**src/rtl/pipe_pcu.sv**
```systemverilog
// PC generation stage feeding instruction fetch: sequential advance, taken branches
// with a MIPS delay slot, exception entry and ERET return.
module pipe_pcu #(
    parameter logic [31:0] RESET_PC = 32'hBFC0_0000,
    parameter logic [31:0] EXC_VEC  = 32'hBFC0_0380
) (
    input  logic        clk,
    input  logic        resetn,
    input  logic        if_stall,
    input  logic        ex_stall,
    input  logic        mem_stall,
    input  logic        br_valid,
    input  logic        br_taken,
    input  logic [31:0] br_target,
    input  logic        exc_valid,
    input  logic        eret_valid,
    input  logic [31:0] epc,
    output logic [31:0] cur_pc,
    output logic        pc_delay_slot,
    output logic        pc_redirect,
    output logic        pc_adel
);

    typedef enum logic {
        SEQ     = 1'b0,
        WAIT_DS = 1'b1
    } pcu_state_e;

    pcu_state_e  state, state_next;
    logic [31:0] br_pend_pc, br_pend_pc_next;
    logic [31:0] pc_next;
    logic        redirect_next;
    logic        advance;
    logic        br_take_now;

    assign advance     = !if_stall && !ex_stall && !mem_stall;
    assign br_take_now = br_valid && br_taken;

    // NOTE: every signal written here gets a default first, so no path through
    // the priority chain can leave one unassigned and infer a latch.
    always_comb begin
        state_next      = state;
        pc_next         = cur_pc;
        br_pend_pc_next = br_pend_pc;
        redirect_next   = 1'b0;

        if (exc_valid) begin
            pc_next         = EXC_VEC;
            state_next      = SEQ;
            br_pend_pc_next = '0;
            redirect_next   = 1'b1;
        end else if (eret_valid) begin
            pc_next         = epc;
            state_next      = SEQ;
            br_pend_pc_next = '0;
            redirect_next   = 1'b1;
        end else if (state == WAIT_DS) begin
            // Delay slot leaves IF this cycle; the latched target follows it.
            if (advance) begin
                pc_next       = br_pend_pc;
                state_next    = SEQ;
                redirect_next = 1'b1;
            end
        end else if (br_take_now) begin
            if (advance) begin
                pc_next       = br_target;
                redirect_next = 1'b1;
            end else begin
                br_pend_pc_next = br_target;
                state_next      = WAIT_DS;
            end
        end else if (advance) begin
            pc_next = cur_pc + 32'd4;
        end
    end

    // NOTE: state registers use non-blocking assignments so every flop samples
    // the pre-edge values computed above, independent of statement order.
    always_ff @(posedge clk or negedge resetn) begin
        if (!resetn) begin
            state       <= SEQ;
            cur_pc      <= RESET_PC;
            br_pend_pc  <= '0;
            pc_redirect <= 1'b0;
        end else begin
            state       <= state_next;
            cur_pc      <= pc_next;
            br_pend_pc  <= br_pend_pc_next;
            pc_redirect <= redirect_next;
        end
    end

    assign pc_delay_slot = (state == WAIT_DS) || ((state == SEQ) && br_take_now);
    assign pc_adel       = |cur_pc[1:0];

    // A second branch resolving before the delay slot has left IF is a pipeline bug upstream.
    a_no_branch_in_wait_ds: assert property (
        @(posedge clk) disable iff (!resetn) !((state == WAIT_DS) && br_valid)
    );

endmodule
```
**config.mk**
```make
export PLATFORM = sky130hd
export DESIGN_NAME = pipe_pcu
export DESIGN_NICKNAME = d
export VERILOG_FILES = /design/src/rtl/pipe_pcu.sv
export SDC_FILE = /design/constraint.sdc
export NUM_CORES = 1
export LEC_CHECK = 0
export CORE_MARGIN = 2
export CORE_UTILIZATION = 49
export DETAILED_ROUTE_END_ITERATION = 8
export GPL_ROUTABILITY_DRIVEN = 1
export PLACE_DENSITY = 0.82
export REMOVE_ABC_BUFFERS = 1
export SETUP_SLACK_MARGIN = 0.2
export SLEW_MARGIN = 20
export SYNTH_ARGS = -nofsm -noshare
export SYNTH_HDL_FRONTEND = slang
export SYNTH_SLANG_ARGS = --single-unit
```
**constraint.sdc**
```tcl
create_clock -name clk -period 2 [get_ports clk]
set_input_delay 0.2 -clock clk [delete_from_list [all_inputs] [get_ports clk]]
set_output_delay 0.2 -clock clk [all_outputs]
set_load 0.005 [all_outputs]
```
## Yosys cells after proc, flatten, opt, wreduce, memory -nomap -nowiden

Index checks and enable logic that the tools add are counted.
W data, S select, Z words.

- Word-level logic and storage cells: 42
- Register bits: 66
- Bits of input ports: 73
- Output and inout bits: 35

- Add/sub/neg operators: 1
- Muxes and demuxes: 22
- Equal/unequal tests: 2
- Bitwise logic cells: 1
- Reduce and logical (&&, ||, !) cells: 12

Operators with widths:

| operator | number |
|---|---|
| $mux W32 | 12 |
| $add A32 B3 Y32 const B | 1 |
| $mux W1 | 10 |
| $ne A3 B3 Y1 const B | 2 |
| $reduce_bool A3 Y1 | 2 |
| $logic_and A1 B1 Y1 | 4 |
| $logic_not A1 Y1 | 3 |
| $reduce_and A3 Y1 | 1 |
| $reduce_or A2 Y1 | 1 |
| $logic_or A1 B1 Y1 | 1 |
| $not A1 Y1 | 1 |

## Logic depth before layout (Yosys ltp)

Gate-level depths: netlist of run 1.

- Depth after elaboration: 8
- Gate-level depth with buffers: 8
- Mapped depth without buffers: 6

## Worst setup path after synthesis of run 1

No wires, ideal clock.

- Path kind: register to register
- Start point: register cur_pc[10]
- End point: register cur_pc[18]
- Required time: 1.889 ns
- Buffers on the path: 0
- Arrival: 1.694 ns
- Clock period less this slack: 1.805 ns
- Library setup time: 0.111 ns
- Slack: 0.195 ns
- Stages on the path, launching flop included: 6
- Cells stage by stage: dfrtp_1 > nand4_4 > nor4_4 > nand3_1 > mux2i_1 > a2111oi_2

- Cells in the longest elaborated chain, start to end: 6

RTL lines:

| element | line | text |
|---|---|---|
| start, declared | 18 | `output logic [31:0] cur_pc,` |
| start signal, assigned | 87 | `cur_pc <= pc_next;` |
| $add A32 B3 Y32 | 73 | `pc_next = cur_pc + 32'd4;` |
| $mux W32 | 72 | `end else if (advance) begin` |
| $mux W32 | 64 | `end else if (br_take_now) begin` |
| $mux W32 | 57 | `end else if (state == WAIT_DS) begin` |
| $mux W32 | 52 | `end else if (eret_valid) begin` |
| $mux W32 | 47 | `if (exc_valid) begin` |

Every way passes these cells. The select of a mux whose other input is x is not followed.
A chain may end at the register's enable or synchronous reset.

## Final worst setup path of run 1

- Start point: register cur_pc[10]
- End point: register cur_pc[26]

The elaborated chain is that of the path after synthesis.

==> results of run 1 <==
-- cell families (layout without fill, tap and decap cells) --
kind of cell	after synthesis	after routing	share of synthesized area, %
xor gates and xnor gates	9	9	1.953
adders and majority gates	1	1	0.3099
DFF	66	66	41.20
buffers and inverters	45	199	4.650
and+or+nand+nor	159	159	20.68
muxes	9	9	2.232
AOI/OAI and AO/OA	158	158	28.98
-- power by group --
group          switching (mW)  leakage, nW  internal (mW)
Sequential             0.0639        0.848           1.40
Clock                   0.537       0.0986          0.643
Combinational           0.384         1.51          0.422
Total                   0.985         2.46           2.47
-- through the flow --
step	total power, mW	setup slack (ps)	setup TNS [ps]	utilization, %
floorplan	1.740	-1196	-43460	-
global placement	2.221	-62.04	-74.00	69.06
detailed placement	2.242	-98.09	-704.4	69.06
CTS	3.424	210.0	0	72.46
global route	3.586	138.2	0	73.07
finish	3.452	254.2	0	73.07
-- Yosys cell counts (all sizes together) (9+ instances only) --
| cell type | number | area share [%] |
|---|---|---|
| dfrtp | 57 | 35 |
| a21oi | 27 | 3.3 |
| nand2 | 47 | 4.4 |
| inv | 10 | 0.93 |
| nor3 | 18 | 2.4 |
| o21ai | 22 | 2.7 |
| buf | 17 | 2.0 |
| nand3 | 15 | 2.0 |
| clkbuf | 18 | 1.7 |
| mux2i | 9 | 2.2 |
| a221oi | 13 | 3.0 |
| a22o | 36 | 7.8 |
| o211ai | 17 | 3.2 |
| dfstp | 9 | 5.9 |
| nor2 | 32 | 3.2 |
-- flip-flops by register name, summed over array words and instances (netlist names) --
register and flops:
br_pend_pc 32, cur_pc 32, pc_redirect 1, state 1
-- final cells by class --
cell class	instances	area (um2)	area share [%]
multi-input cells	336	2241	37.90
flip-flops and latches	66	1672	28.27
repair buffers	173	1627	27.51
clock buffers	12	155.1	2.624
well taps	105	131.4	2.222
clock inverters	4	50.05	0.8464
inverters	10	37.54	0.6348
-- what timing repair did --
item | in CTS | in global routing
endpoints found under the hold margin | 57 | 0
resized for setup | 6 | 14
pin swaps | 4 | 8
setup buffers | 6 | 2
setup endpoints to repair | 8 | 17
hold buffers | 1 | 0
-- critical path: stages, from the launching register on --
cell and delay, ps:
dfrtp_1 420, nand4_4 200, nor4_4 380, buf_4 210, nand4_1 100, xor2_1 170, o211ai_1 190
-- worst max path at each step --
| stage | to | slack [ps] | cells past startpoint |
|---|---|---|---|
| floorplan | br_pend_pc[0] | -1200 | 3 |
| global placement | pc_delay_slot | -60 | 5 |
| detailed placement | pc_delay_slot | -100 | 5 |
| CTS | cur_pc[9] | 210 | 6 |
| global route | cur_pc[18] | 140 | 5 |
| finish | cur_pc[26] | 250 | 6 |
-- layer usage --
| layer | routed length (um) | part of all wire (%) | vias up |
|---|---|---|---|
| li1 | - | - | 2002 |
| met2 | 6997 | 47 | 325 |
| met4 | 432 | 2.9 | 0 |
| met3 | 1406 | 9.5 | 50 |
| met1 | 5897 | 40 | 2207 |
| met5 | 0 | 0 | - |
==> impl_metrics.py, run 1 <==
metrics = {
    "place": {
        "hpwl_um": 10310,
        "dp_cells": 681,
        "place_area_um2": 5589,
        "portBuffers": 107,
        "routabilityCongestion": 0.9120,
    },
    "critical_path": {
        "worstReg2RegStart": "cur_pc[10]",
        "cp-startpoint": "cur_pc[10]",
        "rrSetupSlack_ps": 250,
        "worstSetupStartpointType": "flop",
        "path_max_fanout": 7,
        "r2r_end": "cur_pc[26]",
        "worst-setup-path-type": "reg -> reg",
        "cp_data_required_time_ps": 2270,
        "arrival_ps": 2010,
        "cp-end-kind": "flop",
        "r2r_cells": 6,
    },
    "global_route": {
        "gr-total-overflow": 0,
        "met3_usage_pct": 5.188,
        "grt.total_usage_pct": 33.91,
        "grt_util_met1_pct": 44.73,
        "grt_start_max_net_pins": 67,
        "globalRouteMet2Util_pct": 55.73,
        "antenna_found_initial": 0,
        "grt_pass1_wl_um": 23180,
        "grt.busiest_layer": "met2",
        "grt_pass1_vias": 4555,
    },
    "final_layout": {
        "layout.cells.non_filler": 706,
        "final_common_cell": "clkdlybuf4s50_1",
        "final.fill_count": 604,
        "drive_gt1_share_pct": 20.97,
        "syn2layout_area_growth_pct": 46.50,
        "antenna_cells": 0,
        "fin_area_um2": 5913,
        "nets": 670,
        "layout_common_cells": "106 x clkdlybuf4s50_1, 60 x buf_4, 50 x dfrtp_1",
    },
    "logic_synthesis": {
        "synth.distinct_cells": 58,
        "synth_area_um2": 4036,
        "synthCells": 447,
        "synth-async-reset-ratio_pct": 100.0,
        "synth.avg_cell_area_um2": 9.030,
        "ys_seq_elements": 66,
        "synth-warning-count": 0,
        "ys_seq_area_share_pct": 41.20,
        "ys.flop_type": "dfrtp_1",
        "synth_edf_count": 0,
    },
    "floorplan": {
        "fp.coreArea_um2": 8093,
        "rows": 33,
        "ios": 108,
        "die_area_um2": 8979,
        "die_w_um": 94.76,
        "initial_core_util_pct": 49.88,
        "die_height_um": 94.76,
    },
    "clock_tree": {
        "htreeDepth": 3,
        "clockBufferDepth": 2,
        "clk_pin_slew_worst_paths_ps": 80,
        "cts_tree": "done",
        "insertion_delay_ps": 350,
        "cts_buffers": 9,
        "clock-sinks": 66,
        "cts_root_buffer": "clkbuf_8",
    },
    "outcome": {
        "status": "finished, final reports clean",
    },
    "timing": {
        "finalCriticalPeriod_ps": 1746,
        "drv_slew": 0,
        "post-route-period-util_pct": 87.29,
        "worst_pin_slew_ps": 582.0,
        "clock_skew_ps": 11.72,
        "hold_viol_final": 0,
        "fmax_mhz": 572.8,
        "setup_viol": 0,
        "hold-worst-slack_ps": 369.1,
        "relSlewSlack_pct": 61.06,
        "rsz0062_at_grt": "true",
    },
    "route": {
        "drc_errors": 0,
        "avgRoutedWirePerCell_um": 20.87,
        "antenna_left": 0,
        "drt_iter0_markers": 397,
        "vias_per_cell": 6.493,
        "vias": 4584,
        "drt-total-wl_um": 14730,
        "dr.pass1.iters": 5,
    },
    "run": {
        "maxCapViolCount": 0,
    },
    "power": {
        "power_leakage_nw": 2.455,
        "vdd_drop_max_uv": 351.6,
        "power.density_nw_per_um2": 583.8,
    },
    "worst_hold_path": {
        "hold_path_class": "in -> async",
    },
}
Note: power is estimated with default switching activity, not from simulation.
==> run 2: changes to the inputs <==
- ABC_CLOCK_PERIOD_IN_PS: unset -> 2000
- MAX_ROUTING_LAYER: unset -> met4
- TNS_END_PERCENT: unset -> 100
==> run 2 against run 1 <==
  * Core utilization up 0.49 points
  * Non-clock buffer count up 6
  * Register-to-register slack worse by 70 ps
  * Critical path type unchanged
  * Critical endpoint is now cur_pc[31]
  * Final area up 0.68%
  * Hold slack better by 27 ps
  * Clock skew down 3.9 ps
  * Critical path depth unchanged
  * Global-route usage down 0.79 points
  * Via count down 1.5%
  * Power down 0.39%
  * Highest routed layer unchanged
  * Largest power group unchanged
==> impl_metrics.py, run 2 (same netlist as run 1, synthesis figures left out) <==
metrics = {
    "floorplan": {
        "fp.coreArea_um2": 8093,
        "die_height_um": 94.76,
        "rows": 33,
        "ios": 108,
        "die_area_um2": 8979,
        "initial_core_util_pct": 49.88,
        "die_w_um": 94.76,
    },
    "final_layout": {
        "reg_top3": "br_pend_pc: 32 flops, cur_pc: 32 flops",
        "utilization_pct": 73.56,
        "drive_gt1_share_pct": 21.25,
        "layout_common_cells": "105 x clkdlybuf4s50_1, 67 x buf_4, 51 x dfrtp_1",
        "antenna_cells": 0,
        "syn2layout_area_growth_pct": 47.49,
        "final_common_cell": "clkdlybuf4s50_1",
        "fin_area_um2": 5953,
        "nets": 676,
    },
    "route": {
        "drc_errors": 0,
        "vias_per_cell": 6.340,
        "avgRoutedWirePerCell_um": 19.81,
        "drt_iter0_markers": 355,
        "drt-total-wl_um": 14110,
        "antenna_left": 0,
        "vias": 4514,
        "dr.pass1.iters": 5,
    },
    "critical_path": {
        "cp-end-kind": "flop",
        "path_max_fanout": 6,
        "worst-setup-path-type": "reg -> reg",
        "cp_cell_sequence": "buf_4 > and3_4 > and3_4 > nand3_2 > or4_1 > o211ai_1",
        "worstSetupStartpointType": "flop",
        "crit_top_cell": "and3_4",
        "slowest_stage": "or4_1",
        "rrSetupSlack_ps": 180,
        "cp_data_required_time_ps": 2260,
        "arrival_ps": 2080,
        "slowest_delay_ps": 510,
    },
    "power": {
        "power.density_nw_per_um2": 577.6,
        "vdd_drop_max_uv": 318.7,
        "power_leakage_nw": 2.490,
    },
    "timing": {
        "finalSetupTns_ps": 0,
        "relSlewSlack_pct": 71.37,
        "setup_viol": 0,
        "drv_slew": 0,
        "post-route-period-util_pct": 90.90,
        "hold_viol_final": 0,
        "finalCriticalPeriod_ps": 1818,
        "fmax_mhz": 550.1,
        "worst_pin_slew_ps": 426.2,
        "clock_skew_ps": 7.853,
        "rsz0062_at_grt": "true",
        "setup_slack_ps": 182.0,
        "hold-worst-slack_ps": 396.0,
    },
    "outcome": {
        "status": "finished, final reports clean",
    },
    "place": {
        "routabilityCongestion": 0.9189,
        "portBuffers": 107,
        "place_area_um2": 5557,
        "post-place-ws_ps": -139.9,
        "hpwl_um": 9868,
    },
    "global_route": {
        "grt_pass1_wl_um": 21960,
        "grt.total_usage_pct": 33.12,
        "grt_pass1_vias": 4297,
        "antenna_found_initial": 0,
        "gr-total-overflow": 0,
        "grt_start_max_net_pins": 67,
    },
    "clock_tree": {
        "clockBufferDepth": 2,
        "cts_tree": "done",
        "clock-sinks": 66,
        "insertion_delay_ps": 350,
        "cts_root_buffer": "clkbuf_8",
        "cts_buffers": 9,
        "htreeDepth": 3,
        "clk_pin_slew_worst_paths_ps": 70,
    },
    "run": {
        "maxCapViolCount": 0,
    },
    "worst_hold_path": {
        "hold_path_class": "in -> async",
    },
}
run 2: cell count changes in the layout (fill, tap and decap cells not counted), sizes merged:
| cell | delta |
|---|---|
| buf | +6 |
| clkdlybuf4s50 | -1 |
| clkinvlp | +1 |
| dlymetal6s2s | +1 |
| inv | -1 |
run 2: per-layer routing:
layer  wire (um)  up-vias  global-route usage (%)
li1            -     2016                       -
met1        5750     2176                   42.52
met4         305        0                   12.08
met3        1237       38                   4.948
met2        6814      284                   53.31
met5           0        -                       -
run 2: cell type report:
cell class	instances	area [um2]
clock buffers	12	155.1
clock inverters	4	50.05
fillers	611	2140
inverters	10	41.29
multi-input cells	336	2252
flip-flops and latches	66	1670
well taps	105	131.4
repair buffers	179	1653
run 2: metrics by stage:
step	cells	power, mW
2_1_floorplan	412	1.740
3_3_place_gp	680	2.216
3_5_place_dp	680	2.231
4_1_cts	706	3.419
5_1_grt	712	3.564
6_report	712	3.438
run 2: path summary, 6_finish.rpt:
path,from,endpoint,cells after the start
max,cur_pc[3],cur_pc[31],6
min,resetn,br_pend_pc[3],3
max reg2reg,cur_pc[3],cur_pc[31],6
min reg2reg,br_pend_pc[22],br_pend_pc[22],1
max in group asynchronous,resetn,cur_pc[29],3
min in group clk,epc[2],cur_pc[2],3
run 2: power by group:
part	switching (mW)	leakage [nW]	internal (mW)
logic	0.370	1.54	0.421
clock network	0.537	0.0986	0.643
registers	0.0653	0.850	1.40
run 2: timing repair:
item / 4_1_cts / 5_1_grt
resized for setup: 8 / 12
setup buffers: 9 / 6
hold buffers: 1 / 0
pin swaps: 1 / 9
endpoints found under the setup margin: 7 / 14
hold endpoints to repair: 57 / 0
run 2: worst max-delay path: cells and delay by family, from the launching register on:
family / cells / cell delay (ps)
compound gates: 1 / 120
buf+inv: 1 / 140
flops: 1 / 400
simple gates: 4 / 1080
==> run 3: changes to the inputs <==
- ABC_CLOCK_PERIOD_IN_PS: 2000 -> unset
- PLACE_DENSITY: 0.82 -> 0.78
==> run 3 against run 2 <==
  * Via count fell by 0.20%
  * Final cell count rose by 1.5%
  * Final area rose by 1.2%
  * Critical path type unchanged
  * Largest cell class unchanged
==> impl_metrics.py, run 3 (same netlist as run 1, synthesis figures left out) <==
metrics = {
    "critical_path": {
        "worstSetupStartpointType": "flop",
        "cp_data_required_time_ps": 2260,
        "path_max_fanout": 5,
        "r2r_end": "cur_pc[26]",
        "cp-end-kind": "flop",
        "arrival_ps": 2040,
        "r2r_cells": 6,
        "worst-setup-path-type": "reg -> reg",
        "worstReg2RegStart": "cur_pc[6]",
        "rrSetupSlack_ps": 220,
    },
    "route": {
        "avgRoutedWirePerCell_um": 20.14,
        "drt-total-wl_um": 14560,
        "drt_iter0_markers": 332,
        "antenna_left": 0,
        "vias": 4505,
        "dr.pass1.iters": 5,
        "drc_errors": 0,
        "vias_per_cell": 6.231,
    },
    "final_layout": {
        "syn2layout_area_growth_pct": 49.19,
        "antenna_cells": 0,
        "final.fill_count": 644,
        "reg_top3": "br_pend_pc: 32 flops, cur_pc: 32 flops",
        "drive_gt1_share_pct": 23.14,
        "final_common_cell": "clkdlybuf4s50_1",
        "nets": 687,
        "layout.cells.non_filler": 723,
        "layout_common_cells": "106 x clkdlybuf4s50_1, 76 x buf_4, 52 x dfrtp_1",
        "utilization_pct": 74.41,
    },
    "clock_tree": {
        "clockBufferDepth": 2,
        "cts_buffers": 9,
        "htreeDepth": 3,
        "clk_pin_slew_worst_paths_ps": 80,
        "cts_tree": "done",
        "clock-sinks": 66,
        "insertion_delay_ps": 350,
        "cts_root_buffer": "clkbuf_8",
    },
    "timing": {
        "hold_viol_final": 0,
        "worst_pin_slew_ps": 484.0,
        "clock_skew_ps": 15.48,
        "post-route-period-util_pct": 89.07,
        "relSlewSlack_pct": 67.56,
        "finalCriticalPeriod_ps": 1781,
        "drv_slew": 0,
        "fmax_mhz": 561.4,
        "setup_viol": 0,
        "rsz0062_at_grt": "true",
    },
    "global_route": {
        "grt_pass1_wl_um": 22690,
        "grt_start_max_net_pins": 37,
        "antenna_found_initial": 0,
        "gr-total-overflow": 0,
        "grt_pass1_vias": 4360,
        "grt.total_usage_pct": 34.33,
    },
    "floorplan": {
        "initial_core_util_pct": 49.88,
        "die_w_um": 94.76,
        "rows": 33,
        "ios": 108,
        "fp.coreArea_um2": 8093,
        "die_height_um": 94.76,
        "die_area_um2": 8979,
    },
    "worst_hold_path": {
        "holdPathEnd": "cur_pc[2]",
        "worstHoldStart": "epc[2]",
        "hold_path_depth": 3,
        "hold_path_class": "in -> reg",
    },
    "place": {
        "portBuffers": 107,
        "routabilityCongestion": 0.9533,
        "hpwl_um": 10480,
        "dp_cells": 688,
    },
    "outcome": {
        "status": "finished, final reports clean",
    },
    "power": {
        "clkPwrFrac_pct": 33.1,
        "power.density_nw_per_um2": 566.3,
        "vdd_drop_max_uv": 393.8,
        "p_seq_share_pct": 42.9,
        "p_sw_share_pct": 28.16,
        "p_sw_mw": 0.9604,
        "p_int_mw": 2.450,
        "combPwrFrac_pct": 24.0,
        "power_leakage_nw": 2.536,
    },
    "run": {
        "maxCapViolCount": 0,
    },
}
-- run 3: worst max path at each step --
| stage | startpoint | to | cells past startpoint |
|---|---|---|---|
| global route | cur_pc[5] | cur_pc[26] | 6 |
| finish | cur_pc[6] | cur_pc[26] | 6 |
| CTS | br_valid | pc_delay_slot | 6 |
| floorplan | state | br_pend_pc[0] | 3 |
| global placement | if_stall | br_pend_pc[3] | 7 |
| detailed placement | if_stall | br_pend_pc[6] | 7 |
-- run 3: stage by stage --
stage | worst slack (ps) | power [mW] | hold WS, ps | TNS, ps | area [um2]
floorplan | -1196 | 1.740 | -95.59 | -43460 | 3886
global placement | -106.8 | 2.239 | 248.2 | -3134 | 5617
detailed placement | -158.9 | 2.253 | 255.9 | -4694 | 5617
CTS | 158.0 | 3.393 | 413.5 | 0 | 5952
global route | 164.5 | 3.543 | 437.8 | 0 | 6022
finish | 218.6 | 3.410 | 425.0 | 0 | 6022
-- run 3: cell type report --
| cell class | count | area [um2] | area share [%] |
|---|---|---|---|
| flip-flops and latches | 66 | 1669 | 27.72 |
| clock inverters | 3 | 40.04 | 0.6649 |
| repair buffers | 190 | 1743 | 28.94 |
| clock buffers | 13 | 148.9 | 2.472 |
| inverters | 10 | 37.54 | 0.6233 |
| multi-input cells | 336 | 2252 | 37.40 |
| well taps | 105 | 131.4 | 2.182 |
-- run 3: power by group through the flow --
stage,Sequential (mW),Clock (mW),Combinational [mW]
2_1_floorplan,1.50,0,0.243
3_3_place_gp,1.49,0,0.751
3_5_place_dp,1.49,0,0.764
4_1_cts,1.46,1.13,0.801
5_1_grt,1.47,1.19,0.881
6_report,1.46,1.13,0.818
-- run 3: what timing repair did --
action / CTS / global route
gates cloned: 1 / 0
hold endpoints to repair: 57 / 0
hold buffers: 1 / 0
endpoints found under the setup margin: 11 / 11
setup buffers: 13 / 4
pin swaps: 5 / 6
gates resized for setup: 12 / 12
-- run 3: critical path, cell delays in order (launching register included) --
cell and delay (ps):
dfrtp_1 400, nand4_1 190, nor4_4 460, buf_6 180
nand4_1 110, xor2_1 170, o211ai_1 180
-- run 3: metal layers --
layer | wire (um) | global-route usage [%] | vias to the layer above
met5 | 0 | - | -
met4 | 285 | 12.56 | 0
met3 | 1235 | 5.906 | 29
met2 | 7035 | 53.78 | 259
met1 | 6004 | 44.82 | 2182
li1 | - | - | 2035
